[src/rtl/cnn_pkg.sv]
// Shared constants, state encoding and word helpers for the cellular-network
// settle/capture stage (Q4.4 signed cell words).
package cnn_pkg;

   localparam int WIDTH     = 9;
   localparam int N_CELLS   = 16;
   localparam int FRAC_BITS = 4;
   localparam int IDX_W     = 4;

   localparam logic [WIDTH-1:0] ONE     = 9'h010;
   localparam logic [WIDTH-1:0] NEG_ONE = 9'h1F0;

   typedef enum logic [1:0] {
      ST_IDLE  = 2'd0,
      ST_WATCH = 2'd1,
      ST_DRAIN = 2'd2
   } state_t;

   // Binarised pixel: strictly positive words map to 1, zero and negatives to 0.
   function automatic logic is_positive(input logic [WIDTH-1:0] word);
      return (word[WIDTH-1] == 1'b0) && (word != {WIDTH{1'b0}});
   endfunction

endpackage

[src/rtl/cnn_out_serializer.sv]
// Snapshot store and one-cell-per-beat valid/ready streamer; all stream
// outputs are registered so nothing is combinational from out_ready.
module cnn_out_serializer
   import cnn_pkg::*;
(
   input  logic                       clk,
   input  logic                       rst_n,
   input  logic                       load,
   input  logic [N_CELLS*WIDTH-1:0]   snap_in,
   input  logic                       out_ready,
   output logic                       out_valid,
   output logic [WIDTH-1:0]           out_data,
   output logic                       out_bin,
   output logic [IDX_W-1:0]           out_idx,
   output logic                       out_last,
   output logic                       done
);

   logic [WIDTH-1:0] snap [N_CELLS];
   logic             beat;
   logic [IDX_W-1:0] idx_nxt;

   assign beat    = out_valid && out_ready;
   assign idx_nxt = out_idx + 4'd1;

   // Capture on load, then present the next word after every accepted beat.
   always_ff @(posedge clk or negedge rst_n) begin
      if (!rst_n) begin
         for (int k = 0; k < N_CELLS; k++) begin
            snap[k] <= {WIDTH{1'b0}};
         end
         out_valid <= 1'b0;
         out_data  <= {WIDTH{1'b0}};
         out_bin   <= 1'b0;
         out_idx   <= {IDX_W{1'b0}};
         out_last  <= 1'b0;
         done      <= 1'b0;
      end else begin
         done <= beat && out_last;
         if (load) begin
            for (int k = 0; k < N_CELLS; k++) begin
               snap[k] <= snap_in[k*WIDTH +: WIDTH];
            end
            out_valid <= 1'b1;
            out_data  <= snap_in[WIDTH-1:0];
            out_bin   <= is_positive(snap_in[WIDTH-1:0]);
            out_idx   <= {IDX_W{1'b0}};
            out_last  <= 1'b0;
         end else if (beat) begin
            if (out_last) begin
               out_valid <= 1'b0;
               out_data  <= {WIDTH{1'b0}};
               out_bin   <= 1'b0;
               out_idx   <= {IDX_W{1'b0}};
               out_last  <= 1'b0;
            end else begin
               out_idx  <= idx_nxt;
               out_data <= snap[idx_nxt];
               out_bin  <= is_positive(snap[idx_nxt]);
               out_last <= (idx_nxt == 4'(N_CELLS-1));
            end
         end
      end
   end

endmodule

[src/rtl/cnn_settle_capture.sv]
// Watches the 4x4 cell outputs after a launch, declares settle or timeout,
// then hands a frozen snapshot to the output serializer.
module cnn_settle_capture
   import cnn_pkg::*;
#(
   parameter int STABLE_CYCLES = 4,
   parameter int MAX_CYCLES    = 255,
   parameter int CNT_W         = 8
) (
   input  logic                     clk,
   input  logic                     rst_n,
   input  logic                     start,
   input  logic [N_CELLS*WIDTH-1:0] y_in,
   output logic                     busy,
   output logic                     settled,
   output logic                     timeout,
   output logic [CNT_W-1:0]         cycles_used,
   output logic                     out_valid,
   input  logic                     out_ready,
   output logic [WIDTH-1:0]         out_data,
   output logic                     out_bin,
   output logic [IDX_W-1:0]         out_idx,
   output logic                     out_last,
   output logic                     done
);

   state_t                   state, state_next;
   logic [N_CELLS*WIDTH-1:0] prev;
   logic [CNT_W-1:0]         stable_cnt;
   logic [CNT_W-1:0]         cycle_cnt;
   logic                     match;
   logic                     accept;
   logic                     settle_hit;
   logic                     timeout_hit;
   logic                     load;

   assign match = (y_in == prev);

   // Next-state decode; settle is tested first so it wins a same-cycle tie.
   always_comb begin
      state_next  = state;
      accept      = 1'b0;
      settle_hit  = 1'b0;
      timeout_hit = 1'b0;
      load        = 1'b0;
      case (state)
         ST_IDLE: begin
            if (start) begin
               accept     = 1'b1;
               state_next = ST_WATCH;
            end else begin
               state_next = ST_IDLE;
            end
         end
         ST_WATCH: begin
            if (match && (stable_cnt == CNT_W'(STABLE_CYCLES-1))) begin
               settle_hit = 1'b1;
               load       = 1'b1;
               state_next = ST_DRAIN;
            end else if (cycle_cnt == CNT_W'(MAX_CYCLES-1)) begin
               timeout_hit = 1'b1;
               load        = 1'b1;
               state_next  = ST_DRAIN;
            end else begin
               state_next = ST_WATCH;
            end
         end
         ST_DRAIN: begin
            if (out_valid && out_ready && out_last) begin
               state_next = ST_IDLE;
            end else begin
               state_next = ST_DRAIN;
            end
         end
         default: state_next = ST_IDLE;
      endcase
   end

   // State, settle/timeout counters and sticky status.
   always_ff @(posedge clk or negedge rst_n) begin
      if (!rst_n) begin
         state       <= ST_IDLE;
         busy        <= 1'b0;
         prev        <= {(N_CELLS*WIDTH){1'b0}};
         stable_cnt  <= {CNT_W{1'b0}};
         cycle_cnt   <= {CNT_W{1'b0}};
         settled     <= 1'b0;
         timeout     <= 1'b0;
         cycles_used <= {CNT_W{1'b0}};
      end else begin
         state <= state_next;
         busy  <= (state_next != ST_IDLE);
         if (accept) begin
            prev       <= y_in;
            stable_cnt <= {CNT_W{1'b0}};
            cycle_cnt  <= {CNT_W{1'b0}};
            settled    <= 1'b0;
            timeout    <= 1'b0;
         end else if (state == ST_WATCH) begin
            prev       <= y_in;
            cycle_cnt  <= cycle_cnt + CNT_W'(1);
            stable_cnt <= match ? (stable_cnt + CNT_W'(1)) : {CNT_W{1'b0}};
            if (settle_hit) begin
               settled     <= 1'b1;
               cycles_used <= cycle_cnt + CNT_W'(1);
            end else if (timeout_hit) begin
               timeout     <= 1'b1;
               cycles_used <= CNT_W'(MAX_CYCLES);
            end
         end
      end
   end

   cnn_out_serializer u_ser (
      .clk       (clk),
      .rst_n     (rst_n),
      .load      (load),
      .snap_in   (y_in),
      .out_ready (out_ready),
      .out_valid (out_valid),
      .out_data  (out_data),
      .out_bin   (out_bin),
      .out_idx   (out_idx),
      .out_last  (out_last),
      .done      (done)
   );

endmodule

[config.mk]
export PLATFORM = sky130hd
export DESIGN_NAME = cnn_settle_capture
export DESIGN_NICKNAME = d
export VERILOG_FILES = /design/src/rtl/cnn_pkg.sv /design/src/rtl/cnn_out_serializer.sv /design/src/rtl/cnn_settle_capture.sv
export SDC_FILE = /design/constraint.sdc
export NUM_CORES = 1
export LEC_CHECK = 0
export BUFFER_PORTS_ARGS = -buffer_cell sky130_fd_sc_hd__buf_2
export CORE_UTILIZATION = 25
export DETAILED_ROUTE_END_ITERATION = 6
export GPL_TIMING_DRIVEN = 0
export HOLD_SLACK_MARGIN = 0.15
export MAX_ROUTING_LAYER = met4
export PLACE_DENSITY = 0.44
export REMOVE_ABC_BUFFERS = 1
export SLEW_MARGIN = 5
export SYNTH_ARGS = -nofsm -noshare
export SYNTH_HDL_FRONTEND = slang
export SYNTH_SLANG_ARGS = --single-unit
[constraint.sdc]
create_clock -name clk -period 5.8 [get_ports clk]
set_input_delay 0.58 -clock clk [delete_from_list [all_inputs] [get_ports clk]]
set_output_delay 0.58 -clock clk [all_outputs]
set_load 0.02 [all_outputs]
* After elaboration in Yosys (flattened, before gate mapping)
Index checks and enable logic that the tools add are counted.
** Storage, ports and cells
- Register bits after elaboration :: 334
- Latch bits :: 0
- Bits in writable memories :: 0
- Bits in read-only memories :: 0
- Input bits :: 148
- Output and inout bits :: 28
- Logic and storage cells :: 112
- Memories kept :: 0
** Operators by class
- Add/subtract/negate cells :: 3
- $mul :: 0
- Div/mod/pow operators :: 0
- $lt $le $gt $ge :: 1
- Equality and inequality tests :: 7
- Shift operators :: 0
- Mux-type cells :: 48
- Bitwise logic cells :: 4
- Reduce and logical (&&, ||, !) cells :: 19
** Operators with widths (count)
- 144-bit 2-to-1 mux :: 2
- 144-bit equality test :: 1
- 8-bit 2-to-1 mux :: 7
- 9-bit 2-to-1 mux :: 5
- 9-bit binary-select mux with 4-bit select :: 1
- 1-bit 2-to-1 mux :: 26
- 9-bit nonzero test :: 2
- 8-bit by 1-bit adder with 8-bit output (second input constant) :: 2
- 2-bit nonzero test :: 7
- 4-bit 2-to-1 mux :: 3
- 8-bit by 2-bit equality test with 1-bit output (second input constant) :: 1
- 8-bit equality test (second input constant) :: 1
- 2-bit 2-to-1 mux :: 3
- 2-bit one-hot mux with 3 select lines :: 1
- 3-bit AND reduction :: 2
- 5-bit greater-or-equal comparator (second input constant) :: 1
- 1-bit logical AND :: 5
- 4-bit inverter with 5-bit output :: 1
- 4-bit by 1-bit adder with 4-bit output (second input constant) :: 1
- 4-bit equality test (second input constant) :: 1
- 2-bit AND reduction :: 2
- 1-bit inverter :: 3
- 2-bit by 1-bit equality test with 1-bit output (second input constant) :: 1
- 2-bit equality test (second input constant) :: 1
- other kinds (2) :: 2

* Longest topological paths before layout
- Depth in word-level cells :: 10
- Mapped depth :: 12
- Depth with buffers taken out :: 8

* By module
A second synthesis with hierarchy kept.
** Second synthesis, totals
- Cell total of the unflattened synthesis :: 1156
- Area, all modules :: 15930.3 sq um
** Modules (own cells, without submodules)
- cnn_settle_capture :: instances 1, cells each 710, area an instance 8734.6 sq um, seq. area each 4329.2 sq um
- cnn_out_serializer :: instances 1, cells each 446, area an instance 7195.7 sq um, seq. area each 4028.9 sq um

* Worst setup path before layout
No wires, ideal clock.
- Path kind :: register to register
- Start point :: reg u_ser.out_idx[0]
- End point :: reg u_ser.out_bin
- Setup time :: 0.082 ns
- Arrival :: 3.682 ns
- Data required time :: 5.718 ns
- Setup slack :: 2.036 ns
- Cell stages (with the launch flop) :: 11
- Buffers on the path :: 4
- Period minus slack after synthesis :: 3.764 ns
- Cell sequence :: dfrtp_1 > buf_2 > clkbuf_1 > inv_1 > ha_1 > clkbuf_1 > clkbuf_1 > mux4_2 > mux4_2 > a2111o_1 > a31oi_1
** On the way
- Word-level cells in the longest chain between the ends :: 10
- Elaborated cells between the ends (all ways) :: 11
- Classes of those cells :: add/sub (1); mux (6); bitwise (2); reduce/logical (2)
** Ends and longest elaborated chain
- start, declared :: line cnn_out_serializer.sv:14 : output logic [IDX_W-1:0] out_idx,
- start signal, assigned :: line cnn_out_serializer.sv:35 : out_idx <= {IDX_W{1'b0}};
- start signal, assigned :: line cnn_out_serializer.sv:47 : out_idx <= {IDX_W{1'b0}};
- start signal, assigned :: line cnn_out_serializer.sv:54 : out_idx <= {IDX_W{1'b0}};
- 4-bit by 1-bit adder with 4-bit output * :: line cnn_out_serializer.sv:24 : assign idx_nxt = out_idx + 4'd1;
- 4-bit inverter with 5-bit output (implied by the code) * :: line cnn_out_serializer.sv:59 : out_bin <= is_positive(snap[idx_nxt]);
- 9-bit binary-select mux with 4-bit select * :: line cnn_out_serializer.sv:59
- 9-bit 2-to-1 mux (implied by the code) * (2 in a row) :: line cnn_out_serializer.sv:59
- 9-bit nonzero test / 1-bit inverter (equally long branches) :: line cnn_pkg.sv:21 : return (word[WIDTH-1] == 1'b0) && (word != {WIDTH{1'b0}});
- 1-bit logical AND * :: line cnn_pkg.sv:21
- 1-bit 2-to-1 mux * :: line cnn_out_serializer.sv:50 : if (out_last) begin
- 1-bit 2-to-1 mux * :: line cnn_out_serializer.sv:49 : end else if (beat) begin
- 1-bit 2-to-1 mux * :: line cnn_out_serializer.sv:40 : if (load) begin
- end signal, assigned :: line cnn_out_serializer.sv:46 : out_bin <= is_positive(snap_in[WIDTH-1:0]);
- end signal, assigned :: line cnn_out_serializer.sv:59
- end, declared :: line cnn_out_serializer.sv:13 : output logic out_bin,
Every way passes the cells marked *; elsewhere a longest branch is shown, timed or not. The select of a mux whose other input is x is not followed.
A chain may end at the register's enable or synchronous reset.

* Worst setup path after layout
- Start point :: reg prev[143]
- End point :: reg u_ser.snap[32] (netlist name)
** On the way
- Word-level cells in the longest chain between the ends :: 4
** Ends and longest elaborated chain
- start, declared :: line cnn_settle_capture.sv:28 : logic [N_CELLS*WIDTH-1:0] prev;
- start signal, assigned :: line cnn_settle_capture.sv:84 : prev <= {(N_CELLS*WIDTH){1'b0}};
- start signal, assigned :: line cnn_settle_capture.sv:94 : prev <= y_in;
- start signal, assigned :: line cnn_settle_capture.sv:100 : prev <= y_in;
- 144-bit equality test :: line cnn_settle_capture.sv:37 : assign match = (y_in == prev);
- 1-bit logical AND :: line cnn_settle_capture.sv:56 : if (match && (stable_cnt == CNT_W'(STABLE_CYCLES-1))) begin
- 1-bit 2-to-1 mux :: line cnn_settle_capture.sv:56
- 1-bit 2-to-1 mux :: line cnn_settle_capture.sv:46 : case (state)
- end signal, assigned by index :: line cnn_out_serializer.sv:30 : snap[k] <= {WIDTH{1'b0}};
- end signal, assigned by index :: line cnn_out_serializer.sv:42 : snap[k] <= snap_in[k*WIDTH +: WIDTH];
- end, declared :: line cnn_out_serializer.sv:19 : logic [WIDTH-1:0] snap [N_CELLS];
No other way between the ends.

==> summary.md <==
| Metric | Value |
|---|---|
| Final Max Tran Viols | `0` |
| Top_reg_cell synth | `dfrtp_1` |
| Reg2reg end | `u_ser.snap[32]$_DFFE_PN0P_` |
| Area Overhead vs Synth | `21.1%` |
| Startpoint Class | `register` |
| Number of nets in the layout | `1463` |
| DRT Pass-1 Iters | `4` |
| Initial antenna violation count | `15` |
| Worst r2r path cells | `9` |
| Dpl cell area | `0.0181 mm^2` |
| Die X | `256 um` |
| Core ar. | `0.0633 mm^2` |
| CTS resizes | `0` |
| Root Driver | `clkbuf_16` |
| Cells after DPL | `2112` |
| Status | `finished, final reports clean` |
| CP arrival | `4.92 ns` |
| Max_cap viols | `0` |
| Yosys top cell area share | `52.0%` |
| Cell area after synthesis | `0.0161 mm^2` |
| Sink Count | `334` |
| DP HPWL | `34.9 mm` |
| Crit path kind | `reg -> reg` |
| Final WS setup | `1.32 ns` |
| DR DRC count | `0` |
| GRT overflow | `0` |
| Detailed-route vias per instance | `4.39` |
| Largest area contributor in the netlist | `dfrtp_1` |
| Routability Congestion | `0.754` |
| CP max FO | `48` |
| First-pass GRT wire length | `70.8 mm` |
| Worst flop-to-flop path startpoint | `prev[143]$_DFFE_PN0P_` |
| Hold Startpoint | `y_in[29]` |
| Slowest-stage cell, CP | `or4_1` |
| RSZ-0062 raised after global routing | `no` |
| Flops & latches, synth | `334` |
| Post-synth EDFFs | `0` |
| Max Clock Freq | `223 MHz` |
| Final hold vios | `0` |
| Clk slew on worst S/H paths | `0.06 ns` |
| Cell count of the worst hold path | `2` |
| Maximum root-to-sink buffer count | `3` |
| Clock Skew | `0.0190 ns` |
| Largest stage delay, worst path | `0.85 ns` |
| Post-Synthesis Cells | `1131` |
| Synth warnings | `0` |
| Share of cells above drive strength 1 | `43.4%` |
| Most used cell, CP | `nand4_1` |
| Minimum clock period | `4.48 ns` |
| Layout Utilization | `30.7%` |
| Post-Layout Inst Area | `0.0195 mm^2` |
| Mean Syn Cell Area | `14.2 um^2` |
| Slew HR | `33.2%` |
| Routed WL | `47.4 mm` |
| CP Cell Sequence | `xnor2_1 > nand4_1 > nor4_1 > nand4_1 > or4_1 > and2_4 > buf_16 > buf_12 > mux2_4` |
| Later-pin clock latency in the skew report | `0.57 ns` |
| Period utilization | `77.2%` |
| Pwr dens | `379 mW/mm^2` |
| H-tree levels | `2` |
| Num rows | `92` |
| Yosys cell types | `43` |
| Total track usage | `15.1%` |
| Area contributors post-synth | `dfrtp_1, mux2_2, mux2_4` |
| Worst EP required | `6.24 ns` |
| Seq/Total Area, Yosys | `52.0%` |
| I/O pin cnt | `176` |
| Maximum VDD drop | `0.000290 V` |
| Hold buffers post-CTS | `1` |
| Vias in the first global route | `10300` |
| Initial Util | `25.4%` |
| Fin cells | `2199` |
| Leak | `8.35 nW` |
| Tightest Hold Check Type | `in -> reg` |
| TritonCTS Buffers | `41` |
| Via count | `9663` |
| Worst Setup End Kind | `register` |
| Reg-to-reg setup timing slack | `1.32 ns` |
| Die Ht | `256 um` |
| Fraction of registers with async set/reset | `100%` |
| Avg WL per Cell | `21.6 um` |
| Final ANT Viol Nets | `0` |
| DIE AREA | `0.0653 mm^2` |
| Largest net degree at the start of global routing | `108` |
| CP bufs+invs | `2` |
| Initial DRC count | `518` |
| Post-CTS setup buffer count | `0` |
| Crit-path leading delay family | `simple AND/OR/NAND/NOR gates` |
| Worst slew pin tran | `0.992 ns` |
| Worst min-delay path endpoint | `u_ser.snap[110]$_DFFE_PN0P_` |
| DP Worst Slack | `1.02 ns` |
| # port buffers | `175` |
| CTS tree | `built` |
| Endpoints failing setup | `0` |
-- cell families (layout without fill, tap and decap cells) --
family	Yosys count	in the layout	share of synthesized area, %
mux	347	347	29.0
flops	334	334	52.0
xor+xnor	145	145	7.95
simple gates	145	145	4.88
buf+inv	81	290	2.78
compound gates	74	74	2.96
fa+ha+maj	5	5	0.389
other cells	0	13	0
-- synth_stat cells (2+ instances only) --
cell type	number
inv_1	26
clkbuf_1	30
o221ai_1	2
buf_8	11
a22oi_1	8
a22o_1	12
nor3_1	7
nand4_1	36
ha_1	5
buf_1	4
mux2i_1	24
a21oi_1	11
dfrtp_1	334
nor4_1	18
nor2_1	9
mux2_4	100
mux2_2	186
xor2_1	12
and3_1	3
nor2b_1	8
nand3_1	20
a2111o_1	2
mux4_2	37
xnor2_1	132
a21o_1	3
buf_2	9
nand2_1	31
o21ai_0	31
nand2b_1	6
-- metal layers --
layer	wire length (um)	up-vias	part of all wire (%)	GRT usage [%]
li1	-	4456	-	-
met1	21400	4952	45	19.5
met2	22500	193	48	23.7
met3	2420	62	5.1	3.53
met4	1100	0	2.3	4.34
met5	0	-	0	-
-- worst max-delay path by stage --
stage                                  to                  start  slack [ns]  cells past startpoint
6_report       u_ser.snap[32]$_DFFE_PN0P_  prev[143]$_DFFE_PN0P_        1.32                      9
3_5_place_dp   u_ser.snap[32]$_DFFE_PN0P_               y_in[96]        1.02                     10
2_1_floorplan         prev[0]$_DFFE_PN0P_                  start       -3.02                      2
5_1_grt        u_ser.snap[32]$_DFFE_PN0P_   prev[96]$_DFFE_PN0P_        1.21                      9
3_3_place_gp         prev[39]$_DFFE_PN0P_                  start       -8.80                      3
4_1_cts        u_ser.snap[32]$_DFFE_PN0P_   prev[96]$_DFFE_PN0P_        1.31                      9
-- cell usage in the layout (no fill, tap or decap), types with 6 or more instances in the layout --
cell	instances
mux4_2	37
nand4_1	36
a22o_1	12
nor2_1	9
a21oi_1	11
o21ai_0	31
buf_12	9
mux2i_1	24
diode_2	13
xnor2_1	132
mux2_4	100
clkbuf_1	13
nor4_1	17
nor2b_1	8
nor3_1	7
inv_1	26
nand2_1	31
nand2b_1	6
buf_2	174
a22oi_1	8
xor2_1	11
nand3_1	20
clkbuf_16	43
buf_16	6
dfrtp_1	333
clkinv_2	8
mux2_2	186
-- area by class of cell --
class | instances | area [um^2]
Antenna cell | 13 | 32.5
Fill cell | 6430 | 43900
Tap cell | 846 | 1060
Clock buffer | 60 | 1180
Sequential cell | 334 | 8360
Multi-Input combinational cell | 716 | 7320
Inverter | 26 | 97.6
Clock inverter | 13 | 169
Timing Repair Buffer | 191 | 1240
-- flip-flops by register name (all words and copies together), names as in the netlist --
name	flops
u_ser.out_valid	1
u_ser.done	1
u_ser.out_data	9
u_ser.out_bin	1
cycles_used	8
stable_cnt	8
settled	1
cycle_cnt	8
prev	144
u_ser.out_last	1
u_ser.out_idx	4
u_ser.snap	144
busy	1
state	2
timeout	1
-- power breakdown --
group	switching (mW)	leakage [nW]	internal, mW	total, mW
registers	0.209	3.91	2.54	2.75
clock network	1.04	0.666	1.59	2.63
logic	1.04	3.77	0.954	1.99
total	2.29	8.35	5.08	7.37
-- through the flow --
step | hold slack (ns) | setup TNS (ns) | power [mW]
finish | 0.272 | 0 | 7.37
floorplan | 0.284 | -473.38 | 4.01
detailed placement | 0.491 | 0 | 4.83
global placement | 0.482 | -2363.56 | 4.83
CTS | 0.237 | 0 | 7.52
global route | 0.261 | 0 | 7.74
Note: power is estimated with default switching activity, not from simulation.
